<file path="config.mk">
export PLATFORM = sky130hd
export DESIGN_NAME = occ_fetch
export DESIGN_NICKNAME = d
export VERILOG_FILES = /design/src/rtl/occ_fetch_pkg.sv /design/src/rtl/occ_word_count.sv /design/src/rtl/occ_fetch.sv
export SDC_FILE = /design/constraint.sdc
export NUM_CORES = 1
export LEC_CHECK = 0
export ABC_AREA = 1
export BUFFER_PORTS_ARGS = -buffer_cell sky130_fd_sc_hd__clkbuf_2
export CAP_MARGIN = 0
export CORE_ASPECT_RATIO = 1.1
export CORE_MARGIN = 5
export CORE_UTILIZATION = 45
export CTS_BUF_LIST = sky130_fd_sc_hd__clkbuf_8
export CTS_CLUSTER_DIAMETER = 200
export DETAILED_ROUTE_END_ITERATION = 6
export GPL_ROUTABILITY_DRIVEN = 0
export PLACE_DENSITY = 0.86
export RECOVER_POWER = 100
export SLEW_MARGIN = 10
export SYNTH_ARGS = -nofsm -noshare
export SYNTH_HDL_FRONTEND = slang
export SYNTH_HIERARCHICAL = 1
export SYNTH_SLANG_ARGS = --single-unit
</file>
<file path="constraint.sdc">
create_clock -name clk -period 6.1 [get_ports clk]
set_input_delay 0.61 -clock clk [delete_from_list [all_inputs] [get_ports clk]]
set_output_delay 0.61 -clock clk [all_outputs]
set_load 0.005 [all_outputs]
</file>
<file path="src/rtl/occ_fetch_pkg.sv">
// Shared encodings for the search-control FSM and the Occ fetch unit.
// Control-state codes must match the controller that drives occ_fetch.state.
package occ_fetch_pkg;

  typedef enum logic [2:0] {
    ST_IDLE       = 3'b000,
    ST_INIT       = 3'b001,
    ST_GET_DATA_1 = 3'b010,
    ST_GET_DATA_2 = 3'b011,
    ST_GET_DATA_3 = 3'b100,
    ST_EX         = 3'b101,
    ST_UPDATE     = 3'b110,
    ST_DONE       = 3'b111
  } ctrl_state_e;

  typedef enum logic [1:0] {
    BASE_A = 2'd0,
    BASE_C = 2'd1,
    BASE_G = 2'd2,
    BASE_T = 2'd3
  } base_e;

  typedef enum logic [2:0] {
    S_IDLE  = 3'd0,
    S_ISSUE = 3'd1,
    S_WAIT  = 3'd2,
    S_SUM   = 3'd3,
    S_DONE  = 3'd4
  } fetch_state_e;

  typedef enum logic {
    TGT_K = 1'b0,
    TGT_L = 1'b1
  } target_e;

  localparam int BASES_PER_WORD      = 32;
  localparam int BASES_PER_WORD_LOG2 = 5;

endpackage

</file>
<file path="src/rtl/occ_word_count.sv">
// Counts occurrences of one base among bases 0..last_idx (inclusive) of a
// packed 32-base BWT word.
module occ_word_count
  import occ_fetch_pkg::*;
(
  input  logic [63:0] word,
  input  logic [1:0]  base,
  input  logic [4:0]  last_idx,
  output logic [5:0]  count
);

  logic [BASES_PER_WORD-1:0] match;

  genvar gi;
  generate
    for (gi = 0; gi < BASES_PER_WORD; gi++) begin : g_match
      assign match[gi] = (word[2*gi+1 -: 2] == base) && (5'(gi) <= last_idx);
    end
  endgenerate

  always_comb begin
    count = '0;
    for (int i = 0; i < BASES_PER_WORD; i++) begin
      count = count + {5'b0, match[i]};
    end
  end

endmodule

</file>
<file path="src/rtl/occ_fetch.sv">
// GET_DATA_2 / GET_DATA_3 execution unit: Occ(a, k-1) and Occ(a, l) from a
// checkpoint count plus a popcount over the matching packed BWT word.
module occ_fetch
  import occ_fetch_pkg::*;
#(
  parameter int POS_W    = 20,
  parameter int CNT_W    = 32,
  parameter int READ_LAT = 1
) (
  input  logic                 clk,
  input  logic                 rst_n,
  input  logic [2:0]           state,
  input  logic [1:0]           base_a,
  input  logic [POS_W-1:0]     k,
  input  logic [POS_W-1:0]     l,
  output logic                 occ_rd_en,
  output logic [POS_W-6:0]     occ_addr,
  input  logic [4*CNT_W-1:0]   occ_rdata,
  output logic                 bwt_rd_en,
  output logic [POS_W-6:0]     bwt_addr,
  input  logic [63:0]          bwt_rdata,
  output logic [CNT_W-1:0]     occ_k_out,
  output logic [CNT_W-1:0]     occ_l_out,
  output logic                 is_data_done_2,
  output logic                 is_data_done_3
);

  fetch_state_e     fsm_q, fsm_d;
  logic [2:0]       state_q, state_d;
  logic [2:0]       cap_state_q, cap_state_d;
  target_e          target_q, target_d;
  logic [POS_W-1:0] pos_q, pos_d;
  logic [1:0]       wait_q, wait_d;
  logic [CNT_W-1:0] occ_k_q, occ_k_d;
  logic [CNT_W-1:0] occ_l_q, occ_l_d;

  logic             entry;
  logic             busy;
  logic [5:0]       word_cnt;
  logic [CNT_W-1:0] ckpt_cnt;
  logic [CNT_W-1:0] result;

  occ_word_count u_word_count (
    .word     (bwt_rdata),
    .base     (base_a),
    .last_idx (pos_q[BASES_PER_WORD_LOG2-1:0]),
    .count    (word_cnt)
  );

  assign ckpt_cnt = occ_rdata[int'(base_a)*CNT_W +: CNT_W];
  assign result   = ckpt_cnt + {{(CNT_W-6){1'b0}}, word_cnt};

  assign entry = ((state == ST_GET_DATA_2) || (state == ST_GET_DATA_3)) && (state != state_q);
  assign busy  = (fsm_q == S_ISSUE) || (fsm_q == S_WAIT) || (fsm_q == S_SUM);

  always_comb begin
    fsm_d       = fsm_q;
    state_d     = state;
    cap_state_d = cap_state_q;
    target_d    = target_q;
    pos_d       = pos_q;
    wait_d      = wait_q;
    occ_k_d     = occ_k_q;
    occ_l_d     = occ_l_q;

    if (busy && (state != cap_state_q)) begin
      // Controller moved on: drop the operation and any read in flight.
      fsm_d = S_IDLE;
    end else begin
      case (fsm_q)
        S_ISSUE: begin
          if (READ_LAT == 1) begin
            fsm_d = S_SUM;
          end else begin
            fsm_d  = S_WAIT;
            wait_d = 2'(READ_LAT - 2);
          end
        end
        S_WAIT: begin
          if (wait_q == 2'd0) fsm_d = S_SUM;
          else                wait_d = wait_q - 2'd1;
        end
        S_SUM: begin
          if (target_q == TGT_K) occ_k_d = result;
          else                   occ_l_d = result;
          fsm_d = S_DONE;
        end
        S_DONE:  fsm_d = S_IDLE;
        default: fsm_d = S_IDLE;
      endcase
    end

    if (entry) begin
      cap_state_d = state;
      if (state == ST_GET_DATA_2) begin
        target_d = TGT_K;
        pos_d    = k - POS_W'(1);
        if (k == '0) begin
          // Occ(a, -1) is zero by definition; no memory access needed.
          occ_k_d = '0;
          fsm_d   = S_DONE;
        end else begin
          fsm_d = S_ISSUE;
        end
      end else begin
        target_d = TGT_L;
        pos_d    = l;
        fsm_d    = S_ISSUE;
      end
    end
  end

  always_ff @(posedge clk or negedge rst_n) begin
    if (!rst_n) begin
      fsm_q       <= S_IDLE;
      state_q     <= '0;
      cap_state_q <= '0;
      target_q    <= TGT_K;
      pos_q       <= '0;
      wait_q      <= '0;
      occ_k_q     <= '0;
      occ_l_q     <= '0;
    end else begin
      fsm_q       <= fsm_d;
      state_q     <= state_d;
      cap_state_q <= cap_state_d;
      target_q    <= target_d;
      pos_q       <= pos_d;
      wait_q      <= wait_d;
      occ_k_q     <= occ_k_d;
      occ_l_q     <= occ_l_d;
    end
  end

  assign occ_rd_en      = (fsm_q == S_ISSUE);
  assign bwt_rd_en      = (fsm_q == S_ISSUE);
  assign occ_addr       = pos_q[POS_W-1:BASES_PER_WORD_LOG2];
  assign bwt_addr       = pos_q[POS_W-1:BASES_PER_WORD_LOG2];
  assign occ_k_out      = occ_k_q;
  assign occ_l_out      = occ_l_q;
  assign is_data_done_2 = (fsm_q == S_DONE) && (target_q == TGT_K);
  assign is_data_done_3 = (fsm_q == S_DONE) && (target_q == TGT_L);

endmodule

</file>
==> summary.txt, run 1 <==
Power and ir drop
  • Power Density: 321 mW/mm^2
  • Sw power: around 1.7 mW
  • Static leakage: about 6.3 nW
  • Maximum VDD drop: approximately 0.49 mV
  • Sw Ratio: between 40% and 50%
  • Comb pwr share: approximately two thirds
  • Clock share of power: 12.3%
  • Int Pwr: 2.05 mW
  • Sequential power share: between 20% and 30%

Synth
  • Commonest register cell after synthesis: dfrtp_1
  • Most numerous cell in the Yosys netlist: nand2_1
  • Post-synth cell types: 39
  • Top cells by count, synth: 529 x nand2_1, 129 x nor2_1, 117 x inv_1, 115 x nand3_1, 96 x dfrtp_1
  • Avg Cell Area, Syn: 6.40 um^2
  • Register area share after synthesis: about a quarter
  • Number of synthesized flops with an enable pin: 0
  • Mapped Nets: ~1700
  • Cell area after synthesis: ~0.009 mm^2
  • Cells after Synth: approximately 1400
  • Ys async rst share: 100%
  • Synth area leader: dfrtp_1
  • Synth area leaders: dfrtp_1 27%, nand2_1 22%, nand3_1 6.4%
  • FF+latch count, synth: 96
  • Synth warnings: 6
  • Yosys top cell area share: between 20% and 30%

CTS
  • CTS Buf Count: 9
  • Htree depth: 3
  • Sink Count: 96
  • CTS tree: built
  • Clk Latency, worst-skew pair: 370 ps
  • Root buffer cell: clkbuf_8
  • Clock transition at path regs: 90 ps
  • Clock Path Buffers: 2

Route
  • WL/cell: approximately 16 um
  • Via Count: approximately 11000
  • Residual DRC: 0
  • Pre-antenna DRT Iters: 5
  • Antenna Nets Post-Route: 0
  • Vias per std cell: around 5.3
  • Total wire length: around 33000 um
  • DRT iter0 DRCs: around 770

Setup path
  • Critical Path RT: around 6400 ps
  • Crit. End Element: flop
  • Worst path max stage delay: around 560 ps
  • CP startpoint kind: input port
  • Biggest fanout along the worst timing path: 15
  • Worst EP arrival: 6770 ps
  • Most frequent CP cell: fa_1
  • Critical path class: input port to flop
  • Crit-path slowest cell: fa_1

Min path
  • HP Class: input port to flop

Floorplanning
  • Die H: 159 um
  • Die width: 145 um
  • I/O pins: roughly 340
  • Die ar.: 0.0230 mm^2
  • Starting Density: between 40% and 50%
  • Cell row count: 54
  • CORE AREA: around 0.02 mm^2

STA
  • Tmin final: between 6000 and 7000 ps
  • Worst setup margin: -406 ps
  • Hold Violations, Final: 0
  • Max-slew headroom: -82.8%
  • RSZ-0062 raised after global routing: yes
  • Fin. max-slew vios: around 130
  • Setup Skew: approximately 13 ps
  • Crit share post-route: 107%
  • FMAX: 154 MHz
  • Final setup violation count: 55
  • Min Hold Slack: roughly 450 ps
  • Worst slew pin tran: around 2700 ps

Layout
  • Cell area after layout: about 0.012 mm^2
  • Share of layout cells above drive strength 1: between 20% and 30%
  • Reg area: roughly 0.0024 mm^2
  • Syn-to-layout area delta: 30.6%
  • Filler instances: around 1800
  • Area occupied by multi-input gates: 0.00613 mm^2
  • Nets: between 2000 and 2500

Outcome
  • Failing checks: max-capacitance violations, max-slew violations, negative setup slack
  • Outcome: complete, but fails checks

GRT
  • First-pass GRT wire length: 49800 um
  • Largest net degree at the start of global routing: a little over 70
  • GRT Residual Overflow: 0
  • Initial antenna violation count: 1
  • Vias in the first global route: 9991
  • Total GRT Usage: roughly a quarter

Place
  • Hpwl dp: 25000 um
  • Port Buf Inserts: 336
  • Placed Instance Area: between 0.01 and 0.015 mm^2

Run
  • Max-Cap Viols: 3
## metal layers
layer | GRT usage, % | share of wire, % | up-vias
li1 | - | - | 5013
met1 | 34.4 | 40 | 4902
met2 | 43.3 | 47 | 544
met3 | 5.44 | 8.7 | 114
met4 | 9.46 | 4.1 | 0
met5 | 0 | 0 | -
## metrics by stage
step	total power [mW]	setup slack (ps)	instances	TNS (ps)	util, %
6_report	3.78	-406	1997	-15470	59.5
3_3_place_gp	2.82	-481	1959	-23500	55.5
5_1_grt	4.04	-668	1997	-30030	59.5
4_1_cts	3.49	-227	1987	-6130	58.6
2_1_floorplan	2.11	-146	1409	-3570	-
3_5_place_dp	2.86	-626	1959	-30240	55.5
## critical path: cells and delay by family
| family | cells | cell delay, ps |
|---|---|---|
| adders and majority gates | 9 | 3880 |
| xor gates and xnor gates | 1 | 180 |
| and+or+nand+nor | 15 | 1290 |
| buffers and inverters | 9 | 820 |
## repair_timing
item,in CTS,in global routing
hold endpoints to repair,0,0
hold buffers,0,0
resized for setup,76,60
endpoints found under the setup margin,57,59
buffers inserted,12,10
pin swaps,28,30
## cells in the final DEF (no fill, tap or decap), drive strengths merged, types with 2 or more instances in the layout
| cell | count |
|---|---|
| a21oi | 36 |
| xor2 | 29 |
| nand3b | 2 |
| o22ai | 6 |
| ha | 15 |
| nand2 | 531 |
| inv | 138 |
| nor2 | 143 |
| fa | 25 |
| clkbuf | 344 |
| nor3 | 7 |
| a32oi | 2 |
| buf | 72 |
| nor4 | 2 |
| o21a | 19 |
| clkinv | 2 |
| o21ai | 78 |
| nand3 | 116 |
| o211ai | 3 |
| a31oi | 2 |
| or2 | 7 |
| bufinv | 2 |
| clkinvlp | 2 |
| and2 | 2 |
| nand4 | 12 |
| dfrtp | 96 |
| xnor2 | 48 |
## path summary, 6_finish.rpt
check                           slack, ps    startpoint  cells past startpoint            end
worst max-delay path                 -410     base_a[1]                     34  occ_k_out[12]
worst min-delay path                  450      state[2]                      1     state_q[2]
worst max register to register       -370      pos_q[2]                     34  occ_k_out[12]
worst min register to register        490  occ_l_out[3]                      2   occ_l_out[3]
max in group asynchronous            1250         rst_n                      2       pos_q[0]
min in group asynchronous            1050         rst_n                      1  occ_l_out[29]
## cell type report
type	instances	area share (%)
Multi-Input combinational cell	1088	52.0
Sequential cell	96	20.4
Timing Repair Buffer	406	18.4
Inverter	138	4.52
Tap cell	252	2.68
Clock buffer	10	1.17
Clock inverter	6	0.711
Antenna cell	1	0.0212
## cell families (layout without fill, tap and decap cells)
family                     Yosys count  after routing  share of synthesized area [%]
and+or+nand+nor                    823            823                           37.4
buffers and inverters              225            560                           11.8
AOI/OAI and AO/OA                  148            148                           9.07
DFF                                 96             96                           26.6
xor gates and xnor gates            77             77                           7.47
adders and majority gates           40             40                           7.63
other                                0              1                              0
## power groups by stage
stage                     combinational (mW)  sequential [mW]  clock, mW
after floorplan                         1.34            0.763          0
after global placement                  2.03            0.782          0
after detailed placement                2.08            0.783          0
after CTS                               2.24            0.775      0.474
after global routing                    2.76            0.788      0.499
final                                   2.54            0.779      0.465
## flip-flops by register name, indices dropped and copies added, names as in the netlist
register / cells
pos_q: 20
cap_state_q: 3
wait_q: 2
fsm_q: 3
occ_k_out: 32
target_q: 1
occ_l_out: 32
state_q: 3
Power figures use the tool's default switching activity.
==> inputs of run 2 (changes only) <==
--- a/config.mk
+++ b/config.mk
@@ -15,10 +15,9 @@
 export CTS_CLUSTER_DIAMETER = 200
 export DETAILED_ROUTE_END_ITERATION = 6
 export GPL_ROUTABILITY_DRIVEN = 0
-export PLACE_DENSITY = 0.86
+export PLACE_DENSITY = 0.87
 export RECOVER_POWER = 100
 export SLEW_MARGIN = 10
 export SYNTH_ARGS = -nofsm -noshare
 export SYNTH_HDL_FRONTEND = slang
-export SYNTH_HIERARCHICAL = 1
 export SYNTH_SLANG_ARGS = --single-unit
==> run 2 against run 1 <==
Against the previous run: critical endpoint unchanged; via count is 6.6% lower; synthesized cell count shrank 11%; flip-flop and latch count is the same; clock-buffer cell count shrank 1; the flow finishes with violations (design-rule violations, max-capacitance violations, max-slew violations, negative setup slack); global-route usage grew 0.38 points; cell area is 2.3% lower; setup slack lost 350 ps; critical path depth decreased by 5; die area fell by 3.5%.
==> summary.txt, run 2 <==
Synth
  • Post-Synth XOR/XNOR Area: 8.77% (was 7.47%)
  • Most numerous cell in the Yosys netlist: nand2_1 (unchanged)
  • Complex-gate fraction of the synthesized area: 11.6% (was 9.07%)
  • Post-synth cell types: 47 (was 39)
  • Largest family of logic cells by synthesized area: simple AND/OR/NAND/NOR gates (unchanged)
  • Synth area leader: dfrtp_1 (unchanged)
  • Mux cell area share after synthesis: 0% (unchanged)
  • Synth warnings: 0 (was 6)
  • Mapped Nets: 1540 (was 1688)
  • FF+latch count, synth: 96 (unchanged)
  • Ys async rst share: 100% (unchanged)
  • Register area share after synthesis: 27.7% (was 26.6%)
  • Commonest register cell after synthesis: dfrtp_1 (unchanged)
  • Yosys top cell area share: 27.7% (was 26.6%)
  • Top cells by count, synth: 360 x nand2_1, 141 x inv_1, 102 x nor2_1, 96 x dfrtp_1, 96 x nand3_1 (was 529 x nand2_1, 129 x nor2_1, 117 x inv_1, 115 x nand3_1, 96 x dfrtp_1)
  • Synth Area in Simple Gates: 30.9% (was 37.4%)
  • Cells after Synth: 1260 (was 1409)
  • Synth area leaders: dfrtp_1 28%, nand2_1 16%, inv_1 6.1% (was dfrtp_1 27%, nand2_1 22%, nand3_1 6.4%)
  • Synth Area in Adders: 8.07% (was 7.63%)
  • Cell area after synthesis: 0.00869 mm^2 (was 0.00902 mm^2)
  • Avg Cell Area, Syn: 6.89 um^2 (was 6.40 um^2)
  • Number of synthesized flops with an enable pin: 0 (unchanged)

Floorplanning
  • Die width: 142 um (was 145 um)
  • Die H: 156 um (was 159 um)
  • Die ar.: 0.0222 mm^2 (was 0.0230 mm^2)
  • I/O pins: 337 (unchanged)
  • Cell row count: 53 (was 54)
  • CORE AREA: 0.0190 mm^2 (was 0.0198 mm^2)
  • Starting Density: 45.6% (about the same)

GRT
  • First-pass GRT wire length: 47500 um (was 49800 um)
  • Initial antenna violation count: 0 (was 1)
  • Vias in the first global route: 9802 (was 9991)
  • Total GRT Usage: 26.6% (was 26.2%)
  • GRT Residual Overflow: 0 (unchanged)
  • Largest net degree at the start of global routing: 63 (was 71)

Power and ir drop
  • Maximum VDD drop: 0.497 mV (was 0.487 mV)
  • Sequential power share: 17.2% (was 20.6%)
  • Int Pwr: 2.90 mW (was 2.05 mW)
  • Sw Ratio: 44.2% (was 45.7%)
  • Static leakage: 6.02 nW (was 6.34 nW)
  • Power Density: 451 mW/mm^2 (was 321 mW/mm^2)
  • Clock share of power: 7.8% (was 12.3%)
  • Comb pwr share: 75.0% (was 67.1%)
  • Sw power: 2.29 mW (was 1.73 mW)

Setup path
  • Biggest fanout along the worst timing path: 6 (was 15)
  • CP startpoint kind: flop (was input port)
  • Worst path max stage delay: 620 ps (was 560 ps)
  • Critical Path RT: 6390 ps (was 6360 ps)
  • Most frequent CP cell: fa_1 (unchanged)
  • FF-to-FF setup slack: -750 ps (was -370 ps)
  • Critical path class: flop to flop (was input port to flop)
  • Reg-to-Reg End: occ_k_out[12] (unchanged)
  • Worst EP arrival: 7150 ps (was 6770 ps)
  • FF-to-FF Start: pos_q[4] (was pos_q[2])
  • Crit-path slowest cell: fa_2 (was fa_1)
  • Crit. End Element: flop (unchanged)
  • Worst-case reg-to-reg path depth: 29 (was 34)

CTS
  • Clk Latency, worst-skew pair: 390 ps (was 370 ps)
  • Root buffer cell: clkbuf_8 (unchanged)
  • Htree depth: 3 (unchanged)
  • CTS Buf Count: 9 (unchanged)
  • Clock transition at path regs: 100 ps (was 90 ps)
  • Hold buffers post-CTS: 0 (unchanged)
  • Clock Path Buffers: 2 (unchanged)
  • Sink Count: 96 (unchanged)
  • CTS tree: built (unchanged)

Layout
  • Area occupied by multi-input gates: 0.00571 mm^2 (was 0.00613 mm^2)
  • N_diodes: 0 (was 1)
  • Syn-to-layout area delta: 32.5% (was 30.6%)
  • Most frequent cells in the layout: 328 x nand2_1, 267 x clkbuf_2, 128 x inv_1, 96 x dfrtp_1, 89 x nor2_1 (was 491 x nand2_1, 259 x clkbuf_2, 122 x nor2_1, 115 x inv_1, 93 x nand3_1)
  • Most common cell after layout, fill and taps aside: nand2_1 (unchanged)
  • Reg area: 0.00240 mm^2 (was 0.00241 mm^2)
  • Filler instances: 1662 (was 1845)
  • Share of layout cells above drive strength 1: 33.1% (was 28.4%)
  • Nets: 1892 (was 2018)

Min path
  • Hold Path Sink: state_q[0] (was state_q[2])
  • Worst Hold Launch: state[0] (was state[2])
  • Worst hold stages: 1 (unchanged)
  • HP Class: input port to flop (unchanged)

Route
  • Residual DRC: 1 (was 0)
  • Via Count: 9880 (was 10600)
  • Vias per std cell: 5.30 (was 5.29)
  • Antenna Nets Post-Route: 0 (unchanged)
  • DRT iter0 DRCs: 849 (was 767)
  • WL/cell: 16.7 um (was 16.5 um)
  • Pre-antenna DRT Iters: 7 (was 5)
  • Total wire length: 31100 um (was 32900 um)

STA
  • Max-slew headroom: -75.3% (was -82.8%)
  • Min Hold Slack: 404 ps (was 453 ps)
  • Final TNS setup: -36700 ps (was -15470 ps)
  • Setup Skew: 17.3 ps (was 13.3 ps)
  • Worst setup margin: -754 ps (was -406 ps)
  • Final setup violation count: 60 (was 55)
  • Tmin final: 6850 ps (was 6510 ps)
  • Crit share post-route: 112% (was 107%)
  • Fin. max-slew vios: 99 (was 127)
  • FMAX: 146 MHz (was 154 MHz)
  • Hold Violations, Final: 0 (unchanged)
  • RSZ-0062 raised after global routing: yes (unchanged)
  • Worst slew pin tran: 2630 ps (was 2740 ps)

Outcome
  • Failing checks: design-rule violations, max-capacitance violations, max-slew violations, negative setup slack (was max-capacitance violations, max-slew violations, negative setup slack)
  • Outcome: complete, but fails checks (unchanged)

Run
  • Max-Cap Viols: 2 (was 3)

Place
  • Port Buf Inserts: 336 (unchanged)
  • Hpwl dp: 24100 um (was 25000 um)
-- run 2: cell count changes after synthesis, moves of 7 or more --
| cell | delta |
|---|---|
| a21oi_1 | +9 |
| buf_6 | +8 |
| inv_1 | +24 |
| inv_2 | -7 |
| nand2_1 | -169 |
| nand2_2 | +7 |
| nand3_1 | -19 |
| nor2_1 | -27 |
| o2111ai_1 | +7 |
| o211ai_1 | +12 |
| o21a_1 | -9 |
| o21ai_1 | -7 |
-- run 2: per-stage QoR --
step	util [%]	setup slack (ps)	instance area [um^2]	power [mW]	cells
floorplan	-	-880	8820	2.61	1260
global placement	56.6	-760	10800	3.86	1831
detailed placement	56.6	-970	10800	3.96	1831
CTS	59.0	-628	11200	4.57	1851
global route	60.5	-1030	11500	5.58	1864
finish	60.5	-754	11500	5.19	1864
-- run 2: layout make-up --
| type | instances | share of cell area [%] |
|---|---|---|
| multi-input cells | 927 | 49.6 |
| flip-flops and latches | 96 | 20.9 |
| repair buffers | 423 | 20.1 |
| inverters | 155 | 5.16 |
| well taps | 247 | 2.68 |
| clock buffers | 9 | 1.08 |
| clock inverters | 7 | 0.543 |
-- run 2: worst max-delay path: cells and delay by family, from the launching register on --
family	cells	cell delay, ps
xor+xnor	2	330
fa+ha+maj	9	3920
simple gates	8	960
buf+inv	9	840
compound gates	1	270
flops	1	440
-- run 2: how the worst max path moves through the flow --
| stage | from | to | slack, ps |
|---|---|---|---|
| after global placement | base_a[0] | occ_k_out[11] | -760 |
| after floorplan | base_a[0] | occ_k_out[14] | -880 |
| after global routing | pos_q[3] | occ_k_out[22] | -1030 |
| final | pos_q[4] | occ_k_out[12] | -750 |
| after CTS | pos_q[4] | occ_k_out[22] | -630 |
| after detailed placement | base_a[0] | occ_k_out[22] | -970 |
-- run 2: cells by family (layout without fill, tap and decap cells) --
| kind of cell | Yosys count | count (layout) |
|---|---|---|
| AND/OR/NAND/NOR | 628 | 628 |
| AO/OA/AOI/OAI | 171 | 171 |
| XOR/XNOR | 87 | 87 |
| adder cells (fa/ha/maj) | 41 | 41 |
| flip-flops | 96 | 96 |
| buffers and inverters | 237 | 594 |
-- run 2: power by group through the flow --
stage               registers (mW)  clock network, mW  logic [mW]
floorplan                    0.882                  0        1.73
global placement             0.891                  0        2.97
detailed placement           0.898                  0        3.06
CTS                          0.887              0.411        3.28
global route                 0.905              0.433        4.24
finish                       0.890              0.407        3.89
-- run 2: what timing repair did --
action                     4_1_cts  5_1_grt
setup endpoints to repair       60       61
pin swaps                       28       35
setup buffers                    6       13
resized for setup               50       76
-- run 2: per-layer routing --
layer  global-route usage, %  share of wire, %
met1                    31.1                36
met2                    47.2                51
met3                    4.11               7.0
met4                    13.3               6.0
met5                       0                 0
